<file path="src/rtl/ddr_rd_arbiter.sv">
// Shares the single DDR read port between the Hit and Expand loaders, one read in flight at a time.
// Latency: strobe on the grant edge, ack one cycle after valid&done is sampled; strobes >= 3 cycles apart.
// Backpressure: requesters hold req until their ack; a read with no response times out and is reissued.
module ddr_rd_arbiter #(
    parameter int ADDR_W     = 32,
    parameter int DATA_W     = 512,
    parameter int MAX_STREAK = 4,
    parameter int TIMEOUT    = 1023
) (
    input  logic              clk,
    input  logic              rst,
    input  logic              hit_req,
    input  logic [ADDR_W-1:0] hit_addr,
    output logic              hit_ack,
    input  logic              exp_req,
    input  logic [ADDR_W-1:0] exp_addr,
    output logic              exp_ack,
    output logic [DATA_W-1:0] rsp_data,
    output logic              ddr_rd,
    output logic [ADDR_W-1:0] readAdd,
    input  logic              ddr_rd_valid,
    input  logic              ddr_rd_done,
    input  logic [DATA_W-1:0] ddr_rd_data,
    output logic              busy,
    output logic              timeout_err
);
    localparam int CNT_W = $clog2(TIMEOUT + 1);
    localparam int STK_W = $clog2(MAX_STREAK + 1);
    localparam logic [CNT_W-1:0] CNT_LAST = CNT_W'(TIMEOUT - 1);
    localparam logic [STK_W-1:0] STK_MAX  = STK_W'(MAX_STREAK);

    typedef enum logic [1:0] {
        S_IDLE = 2'd0,
        S_WAIT = 2'd1,
        S_DONE = 2'd2
    } state_t;

    typedef enum logic {
        OWN_HIT = 1'b0,
        OWN_EXP = 1'b1
    } owner_t;

    state_t             state_q, state_d;
    owner_t             owner_q, owner_d;
    logic [STK_W-1:0]   streak_q, streak_d;
    logic [CNT_W-1:0]   wait_cnt_q, wait_cnt_d;
    logic               ddr_rd_q, ddr_rd_d;
    logic [ADDR_W-1:0]  read_add_q, read_add_d;
    logic [DATA_W-1:0]  rsp_data_q, rsp_data_d;
    logic               hit_ack_q, hit_ack_d;
    logic               exp_ack_q, exp_ack_d;
    logic               timeout_err_q, timeout_err_d;

    logic grant_vld;
    logic grant_exp;
    logic streak_full;
    logic rd_complete;
    logic rd_expired;

    // Expand wins unless Hit has already been passed over MAX_STREAK times in a row.
    assign streak_full = (streak_q >= STK_MAX);
    assign grant_vld   = hit_req || exp_req;
    assign grant_exp   = exp_req && !(hit_req && streak_full);

    assign rd_complete = ddr_rd_valid && ddr_rd_done;
    assign rd_expired  = (wait_cnt_q == CNT_LAST);

    always_ff @(posedge clk or negedge rst) begin
        if (!rst) begin
            state_q <= S_IDLE;
        end else begin
            state_q <= state_d;
        end
    end

    always_comb begin
        state_d = state_q;
        unique case (state_q)
            S_IDLE: begin
                if (grant_vld) begin
                    state_d = S_WAIT;
                end
            end
            S_WAIT: begin
                // Completion takes precedence over a timeout on the same edge.
                if (rd_complete) begin
                    state_d = S_DONE;
                end else if (rd_expired) begin
                    state_d = S_IDLE;
                end
            end
            S_DONE: begin
                state_d = S_IDLE;
            end
            default: begin
                state_d = S_IDLE;
            end
        endcase
    end

    always_comb begin
        ddr_rd_d      = 1'b0;
        hit_ack_d     = 1'b0;
        exp_ack_d     = 1'b0;
        read_add_d    = read_add_q;
        rsp_data_d    = rsp_data_q;
        owner_d       = owner_q;
        streak_d      = streak_q;
        wait_cnt_d    = wait_cnt_q;
        timeout_err_d = timeout_err_q;
        unique case (state_q)
            S_IDLE: begin
                if (grant_vld) begin
                    ddr_rd_d   = 1'b1;
                    wait_cnt_d = '0;
                    if (grant_exp) begin
                        read_add_d = exp_addr;
                        owner_d    = OWN_EXP;
                        // An Expand grant over a waiting Hit implies the streak is below the cap.
                        streak_d   = hit_req ? (streak_q + STK_W'(1)) : '0;
                    end else begin
                        read_add_d = hit_addr;
                        owner_d    = OWN_HIT;
                        streak_d   = '0;
                    end
                end
            end
            S_WAIT: begin
                wait_cnt_d = wait_cnt_q + CNT_W'(1);
                if (rd_complete) begin
                    rsp_data_d = ddr_rd_data;
                    hit_ack_d  = (owner_q == OWN_HIT);
                    exp_ack_d  = (owner_q == OWN_EXP);
                end else if (rd_expired) begin
                    timeout_err_d = 1'b1;
                end
            end
            default: begin
            end
        endcase
    end

    always_ff @(posedge clk or negedge rst) begin
        if (!rst) begin
            owner_q       <= OWN_HIT;
            streak_q      <= '0;
            wait_cnt_q    <= '0;
            ddr_rd_q      <= 1'b0;
            read_add_q    <= '0;
            rsp_data_q    <= '0;
            hit_ack_q     <= 1'b0;
            exp_ack_q     <= 1'b0;
            timeout_err_q <= 1'b0;
        end else begin
            owner_q       <= owner_d;
            streak_q      <= streak_d;
            wait_cnt_q    <= wait_cnt_d;
            ddr_rd_q      <= ddr_rd_d;
            read_add_q    <= read_add_d;
            rsp_data_q    <= rsp_data_d;
            hit_ack_q     <= hit_ack_d;
            exp_ack_q     <= exp_ack_d;
            timeout_err_q <= timeout_err_d;
        end
    end

    assign ddr_rd      = ddr_rd_q;
    assign readAdd     = read_add_q;
    assign rsp_data    = rsp_data_q;
    assign hit_ack     = hit_ack_q;
    assign exp_ack     = exp_ack_q;
    assign timeout_err = timeout_err_q;
    assign busy        = (state_q != S_IDLE);

    a_strobe_single: assert property (@(posedge clk) disable iff (!rst) ddr_rd |=> !ddr_rd);
    a_ack_onehot:    assert property (@(posedge clk) disable iff (!rst) !(hit_ack && exp_ack));
    a_ack_in_done:   assert property (@(posedge clk) disable iff (!rst) (hit_ack || exp_ack) |-> (state_q == S_DONE));

endmodule

</file>
<file path="config.mk">
export PLATFORM = sky130hd
export DESIGN_NAME = ddr_rd_arbiter
export DESIGN_NICKNAME = d
export VERILOG_FILES = /design/src/rtl/ddr_rd_arbiter.sv
export SDC_FILE = /design/constraint.sdc
export NUM_CORES = 1
export LEC_CHECK = 0
export ABC_CLOCK_PERIOD_IN_PS = 4230
export BUFFER_PORTS_ARGS = -buffer_cell sky130_fd_sc_hd__buf_4
export CAP_MARGIN = 40
export CORE_AREA = 10 10 431 433
export DETAILED_ROUTE_END_ITERATION = 8
export DIE_AREA = 0 0 441 443
export PLACE_DENSITY = 0.38
export SYNTH_ARGS = -nofsm -noshare
export SYNTH_HDL_FRONTEND = slang
export SYNTH_SLANG_ARGS = --single-unit
</file>
<file path="constraint.sdc">
create_clock -name clk -period 4.23 [get_ports clk]
set_clock_uncertainty 0.1 [all_clocks]
set_input_delay 0.846 -clock clk [delete_from_list [all_inputs] [get_ports clk]]
set_output_delay 0.846 -clock clk [all_outputs]
set_load 0.02 [all_outputs]
</file>
# Word level (Yosys, flattened, before mapping)
# Index checks and enable logic that the tools add are counted.
[totals]
regBits = 564
latchBits = 0
ramBits = 0
mem_bits_ro = 0
input_bits = 582
output_inout_bits = 549
mem_count = 0
[classes]
n_addsub = 2
n_mul = 0
div_mod_pow = 0
n_lt_le_gt_ge = 1
eq_ne = 4
shifts = 0
n_mux = 16
n_bitwise = 2
n_reduce_logical = 13
[op_table]
columns = ["op", "n"]
rows = [
  ["$mux 32", 1],
  ["$pmux 10 s2", 1],
  ["$add 10x1->10 const B", 1],
  ["$eq 10x10->1 const B", 1],
  ["$mux 10", 1],
  ["$reduce_and 2->1", 4],
  ["$mux 1", 7],
  ["$mux 2", 3],
  ["$mux 3", 2],
  ["$pmux 2 s2", 1],
  ["$reduce_bool 2->1", 2],
  ["$add 3x1->3 const B", 1],
  ["$ge 3x3->1 const B", 1],
  ["$logic_and 1x1->1", 3],
  ["$ne 3x3->1 const B", 1],
  ["$reduce_and 3->1", 1],
  ["$eq 2x1->1 const B", 1],
  ["$logic_not 2->1", 1],
  ["$ne 2x2->1 const B", 1],
  ["$not 1->1", 2],
  ["$logic_not 1->1", 1],
  ["$logic_or 1x1->1", 1],
]

# Depth between registers and ports, before layout
# Gate-level depths: netlist (run 1).
[depth]
ltp_word = 5
ltp_mapped = 6
ltp_nobuf = 5

# Least setup slack after synthesis (run 1)
# OpenSTA, ideal clock, no wires.
[synth_path]
path_type = "input -> register"
startpoint = "input port ddr_rd_valid"
endpoint = "register rsp_data_q[27] (netlist: rsp_data[27])"
arrival_ns = 1.816
path_slack_ns = 2.190
path_stages = 5
n_path_buf = 2
cell_sequence = "nand2_1 nor2_8 buf_6 buf_6 mux2_2"
[synth_between]
elab_chain_len = 2
[synth_lines]
columns = ["element", "line_no", "source"]
rows = [
  ["start: declaration", "21", "input logic ddr_rd_valid,"],
  ["$logic_and 1x1->1", "65", "assign rd_complete = ddr_rd_valid && ddr_rd_done;"],
  ["$reduce_and 2->1 (no line)", "-", ""],
  ["end signal: assignment", "160", "rsp_data_q <= rsp_data_d;"],
  ["end: declaration", "49", "logic [DATA_W-1:0] rsp_data_q, rsp_data_d;"],
]
# No other way between the ends.
# A chain may end at the register's enable or synchronous reset.

# Worst setup path in the final report (run 1)
[layout_path]
startpoint = "register state_q[0]"
endpoint = "output port busy"
[layout_between]
elab_chain_len = 1
[layout_lines]
columns = ["element", "line_no", "source"]
rows = [
  ["start: declaration", "43", "state_t state_q, state_d;"],
  ["start signal: assignment", "72", "state_q <= state_d;"],
  ["$reduce_bool 2->1", "173", "assign busy = (state_q != S_IDLE);"],
  ["end: declaration", "24", "output logic busy,"],
]
# No other way between the ends.

==> run metrics, run 1 <==
status complete, no violations; hold-fix buffers at CTS 0; Mapped Cells 1307; Setup WS post-layout 1490 ps; post-synthesis mux area share 28.3%; Root Buffer clkbuf_16; antenna violations before repair 41; fin. max-slew vios 0; critical path class flip-flop to output port; fmax 365 MHz; power density cells 823 nW/µm²; Worst Tran Pin Value 957 ps; I/O Buffers 1130; largest net degree at the start of global routing 86; Pleak 16.1 nW; initial core utilization 12.1%; row count 155; hpwl dp 97.3 mm; WL per Instance 23.8 µm; Setup WS pre-CTS 1300 ps; final setup TNS 0 ps; combinational share of power 44.3%; switch share 39.3%; biggest area consumer among synthesized cells dfrtp_1; Synth Area in XOR/XNOR 0.0814%; ratio of cells with drive above 1 in the final layout 69.5%; CTS Buf Count 75; die width 441 µm; Compound-Gate Fraction of Synth Area 1.24%; crit start category flip-flop; Yosys top cell area share 65.6%; post-CTS sizing 0; core area 177000 µm²; Tot GR Track Use 11.4%; worst ir drop on vdd 0.386 mV; Most used DFF post-synth dfrtp_1; P_sw 11.4 mW; Starting DRT DRC Count 593; total number of vias 15700; Final Cycle Share 64.7%; Avg Inst Size Synth 16.5 µm²; TritonRoute pass-1 iters 4; vias per inst 3.19; Mapped Area 21500 µm²; nets 3075; Yosys reg bits 564; Post-CTS Setup Inserts 0; synth unique cells 29; clock share of power 21.8%; Die Area 195000 µm²; post-synthesis simple-gate area fraction 1.51%; H-tree levels 3; max_cap viols 0; Clock Latency Late Sink 670 ps; Overflow after GRT 0; first-pass GRT wire length 155 mm; fill count 19500; total power 29.0 mW; RSZ-0062 raised after global routing false; die height 443 µm; Data required, critical path 3280 ps; vias in the first global route 16800; critical path peak fanout 4; Final Hold Fails 0; largest family of logic cells by synthesized area multiplexers; synth top area cells dfrtp_1, mux2_2, buf_6; class of the worst hold path primary input to async pin; Routed Antenna Nets 0; Reg power frac 34.0%; min cycle time layout 2740 ps; CTS tree yes; DRC Markers 0; Routability Congestion 0.808; Area Overhead vs Synth 63.8%; crit end category output port; Synth Warn # 0; number of synthesized flops with an enable pin 0; Ports 1131; Rel. slew slack 36.2%; clk sinks 564; clock-pin slew on the worst setup and hold paths 60 ps; internal power 17.6 mW; ys async rst share 100%; total length of routed wires 117 mm; Synthesized Nets 1892; Seq/Total Area, Yosys 65.6%; adder-cell share of the synthesized area 0.174%; # setup viols final 0; Clock Path Buffers 3; Worst EP arrival 1790 ps
[worst max-delay path: stages (launching register included)]
cell     delay, ps
dfrtp_1        400
nor2_1         360
inv_1          160
buf_4          200
[cell usage in the layout, fill, tap and decap left out, types with 3 or more instances in the layout]
cell type / n
buf_12: 11
buf_4: 1163
clkbuf_1: 16
clkbuf_16: 76
clkbuf_8: 16
clkinv_2: 16
dfrtp_1: 564
diode_2: 14
ha_1: 3
inv_1: 4
mux2_1: 39
mux2_2: 473
mux2i_1: 33
nand2_1: 44
nand3_1: 9
nand4_1: 5
nor2_1: 3
o21ai_0: 42
[power groups by stage]
stage          Combinational, mW  Clock (mW)  Sequential (mW)
2_1_floorplan               3.07           0             12.8
3_3_place_gp                13.2           0             9.92
3_5_place_dp                13.2           0             9.99
4_1_cts                     13.3        6.63             9.95
5_1_grt                     13.7        6.84             10.2
6_report                    12.9        6.32             9.86
[routing by layer]
metal	up-vias	GRT usage (%)	part of all wire, %
li1	7028	-	-
met1	7842	12.1	36
met2	640	20.5	52
met3	154	5.18	10
met4	10	2.76	1.8
met5	-	0	0.056
[kinds of logic (layout without fill, tap and decap cells)]
| logic type | count (synthesis) | in the layout |
|---|---|---|
| fa+ha+maj | 3 | 3 |
| xor+xnor | 2 | 2 |
| other cells | 0 | 14 |
| buf+inv | 73 | 1312 |
| simple gates | 70 | 70 |
| compound gates | 50 | 50 |
| mux | 545 | 545 |
| flops | 564 | 564 |
[state kept, by name, summed over array words and instances, names as in the netlist, 2 cells and up]
name and count:
rsp_data 512, readAdd 32, wait_cnt_q 10, streak_q 3
state_q 2
[stage by stage]
step | hold WS, ps | utilization, % | cells | instance area [µm²]
6_report | 185 | 19.9 | 4915 | 35300
5_1_grt | 171 | 19.9 | 4907 | 35200
4_1_cts | 129 | 19.9 | 4901 | 35200
3_5_place_dp | 367 | 18.5 | 4768 | 32800
3_3_place_gp | 359 | 18.5 | 4768 | 32800
2_1_floorplan | 327 | - | 1307 | 21500
[path summary, 6_finish.rpt]
path | from | slack [ps] | end | cells after the start
worst max-delay path | state_q[0] | 1490 | busy | 3
worst min-delay path | rst | 180 | rsp_data[310] | 1
worst max register to register | state_q[1] | 1660 | rsp_data[128] | 5
worst min register to register | timeout_err | 370 | timeout_err | 1
max in group asynchronous | rst | 2860 | rsp_data[355] | 3
min in group clk | ddr_rd_data[47] | 290 | rsp_data[47] | 2
[final cells by class]
cell class / instances / area [µm²] / share of cell area, %
inverters: 4 / 15.0 / 0.0426
clock buffers: 108 / 2180 / 6.19
repair buffers: 1175 / 8970 / 25.4
well taps: 2355 / 2950 / 8.36
multi-input cells: 670 / 6760 / 19.2
diodes: 14 / 35.0 / 0.0994
clock inverters: 25 / 235 / 0.667
flip-flops and latches: 564 / 14100 / 40.0
[cells in the mapped netlist (2+ instances only)]
cell      instances
nor2_1            3
dfrtp_1         564
nor3_1            2
nand4_1           5
nand2_1          44
inv_1             4
nand3_1           9
o21ai_0          42
and3_1            2
o211ai_1          2
xor2_1            2
clkbuf_1          7
buf_2             9
ha_1              3
buf_6            51
mux2i_1          33
mux2_1           39
mux2_2          473
o31ai_1           2
buf_4             2
(Power assumes the default switching activity.)
==> inputs of run 2 (changes only) <==
- ABC_CLOCK_PERIOD_IN_PS: 4230 -> 2700
- clock period: 4.23 -> 2.7 ns (I/O delays scaled with it)
==> run metrics, run 2 (synthesis gave the netlist of run 1 again) <==
fill count 19000 (-2.4%); crit end category output port; first-pass GRT wire length 164 mm (+6.1%); status complete, no violations; die height 443 µm (unchanged); met3 GRT Util 4.71% (-0.46 points); Routed Antenna Nets 0 (unchanged); Ports 1131 (unchanged); Root Buffer clkbuf_16; Final Hold Fails 0 (unchanged); hpwl dp 98.5 mm (+1.2%); Area Overhead vs Synth 90.3%; Worst Tran Pin Value 520 ps (-437 ps); fin. max-slew vios 0 (unchanged); Clock Path Buffers 3 (unchanged); critical path class flip-flop to output port; commonest non-fill, non-tap cell in the layout buf_4; hold slack 87.5 ps (-97.5 ps); WL per Instance 21.9 µm (-7.9%); RSZ-0062 raised after global routing false; Overflow after GRT 0 (unchanged); I/O Buffers 1130 (unchanged); min cycle time layout 2470 ps; Pleak 18.4 nW (+15%); Post-CTS Setup Inserts 0 (unchanged); clock-pin slew on the worst setup and hold paths 60 ps (about the same); nets 3641 (+18%); TritonRoute pass-1 iters 6 (+2); GR peak layer met2; utilization after layout 23.1% (+3.2 points); core area 177000 µm² (unchanged); total number of vias 17900 (+14%); crit start category flip-flop; critical path peak fanout 4 (unchanged); vias per inst 3.27 (+2.5%); cell area after layout 41000 µm² (+16%); initial core utilization 12.1% (unchanged); largest net degree at the start of global routing 56 (-35%); Data required, critical path 2060 ps (-1220 ps); class of the worst hold path primary input to flip-flop; Die Area 195000 µm² (unchanged); H-tree levels 3 (unchanged); vias in the first global route 20200 (+21%); max_cap viols 0 (unchanged); die width 441 µm (unchanged); total length of routed wires 120 mm (+2.7%); row count 155 (unchanged); antenna violations before repair 28 (-32%); area of placed instances 33100 µm² (+0.88%); Routability Congestion 0.833 (+3.2%); Tot GR Track Use 11.8% (+0.37 points); Clock Latency Late Sink 680 ps (about the same); CTS tree yes; grt met2 use 20.9% (+0.42 points); worst ir drop on vdd 0.554 mV (+43%); ratio of cells with drive above 1 in the final layout 57.4% (-12 points); Worst EP arrival 1830 ps (+40 ps); fmax 405 MHz; Rel. slew slack 65.4% (+29 points); # setup viols final 0 (unchanged); DRC Markers 0 (unchanged); clk sinks 564 (unchanged); Starting DRT DRC Count 795 (+34%); met1 Use GR 12.7% (+0.61 points); Setup WS post-layout 229 ps (-1260 ps); Final Cycle Share 91.5%; most frequent cells in the layout buf_4, dfrtp_1, dlygate4sd3_1, mux2_2, clkbuf_16; CTS Buf Count 76 (+1.3%); max FFs per register 512 (unchanged); Setup WS pre-CTS 392 ps (-905 ps); final setup TNS 0 ps (unchanged); power density cells 1140 nW/µm² (+38%)
==> run 2: metrics by stage <==
stage	power [mW]	std cells
2_1_floorplan	24.8	1307
6_report	46.5	5481
3_3_place_gp	36.5	4790
3_5_place_dp	36.6	4790
5_1_grt	49.2	5470
4_1_cts	47.6	5463
==> run 2: worst max-delay path, stage by stage (launching register included) <==
cell	delay, ps
dfrtp_1	400
nor2_1	380
inv_1	160
buf_4	200
==> run 2: final cells by class <==
class	instances	area, µm²	area share (%)
Inverter	4	15.0	0.0367
Clock buffer	112	2220	5.42
Clock inverter	18	168	0.409
Tap cell	2355	2950	7.19
Multi-Input combinational cell	670	6760	16.5
Antenna cell	18	45.0	0.110
Sequential cell	564	14100	34.5
Timing Repair Buffer	1740	14700	35.9
==> run 2: path summary, 6_finish.rpt <==
check	startpoint	to	slack [ps]	cells after the start
setup / recovery	state_q[0]	busy	230	3
hold / removal	hit_addr[15]	readAdd[15]	90	3
setup reg to reg	state_q[1]	rsp_data[219]	430	5
hold reg to reg	readAdd[18]	readAdd[18]	380	2
max in group asynchronous	rst	rsp_data[61]	1230	3
min in group asynchronous	rst	rsp_data[302]	370	2
==> run 2: metal layers <==
metal | share of wire, % | vias to the layer above
li1 | - | 8169
met1 | 37 | 8915
met2 | 52 | 673
met3 | 9.1 | 162
met4 | 2.7 | 2
met5 | 0.014 | -
==> run 2: where the power goes <==
part / switching, mW / total, mW / internal (mW)
sequential: 2.79 / 15.5 / 12.7
clock: 4.16 / 9.95 / 5.79
combinational: 11.4 / 21.1 / 9.69
==> run 2: repair_timing <==
| item | in CTS | in global routing |
|---|---|---|
| resized for setup | 0 | 0 |
| hold buffers | 543 | 0 |
| endpoints found under the hold margin | 559 | 0 |
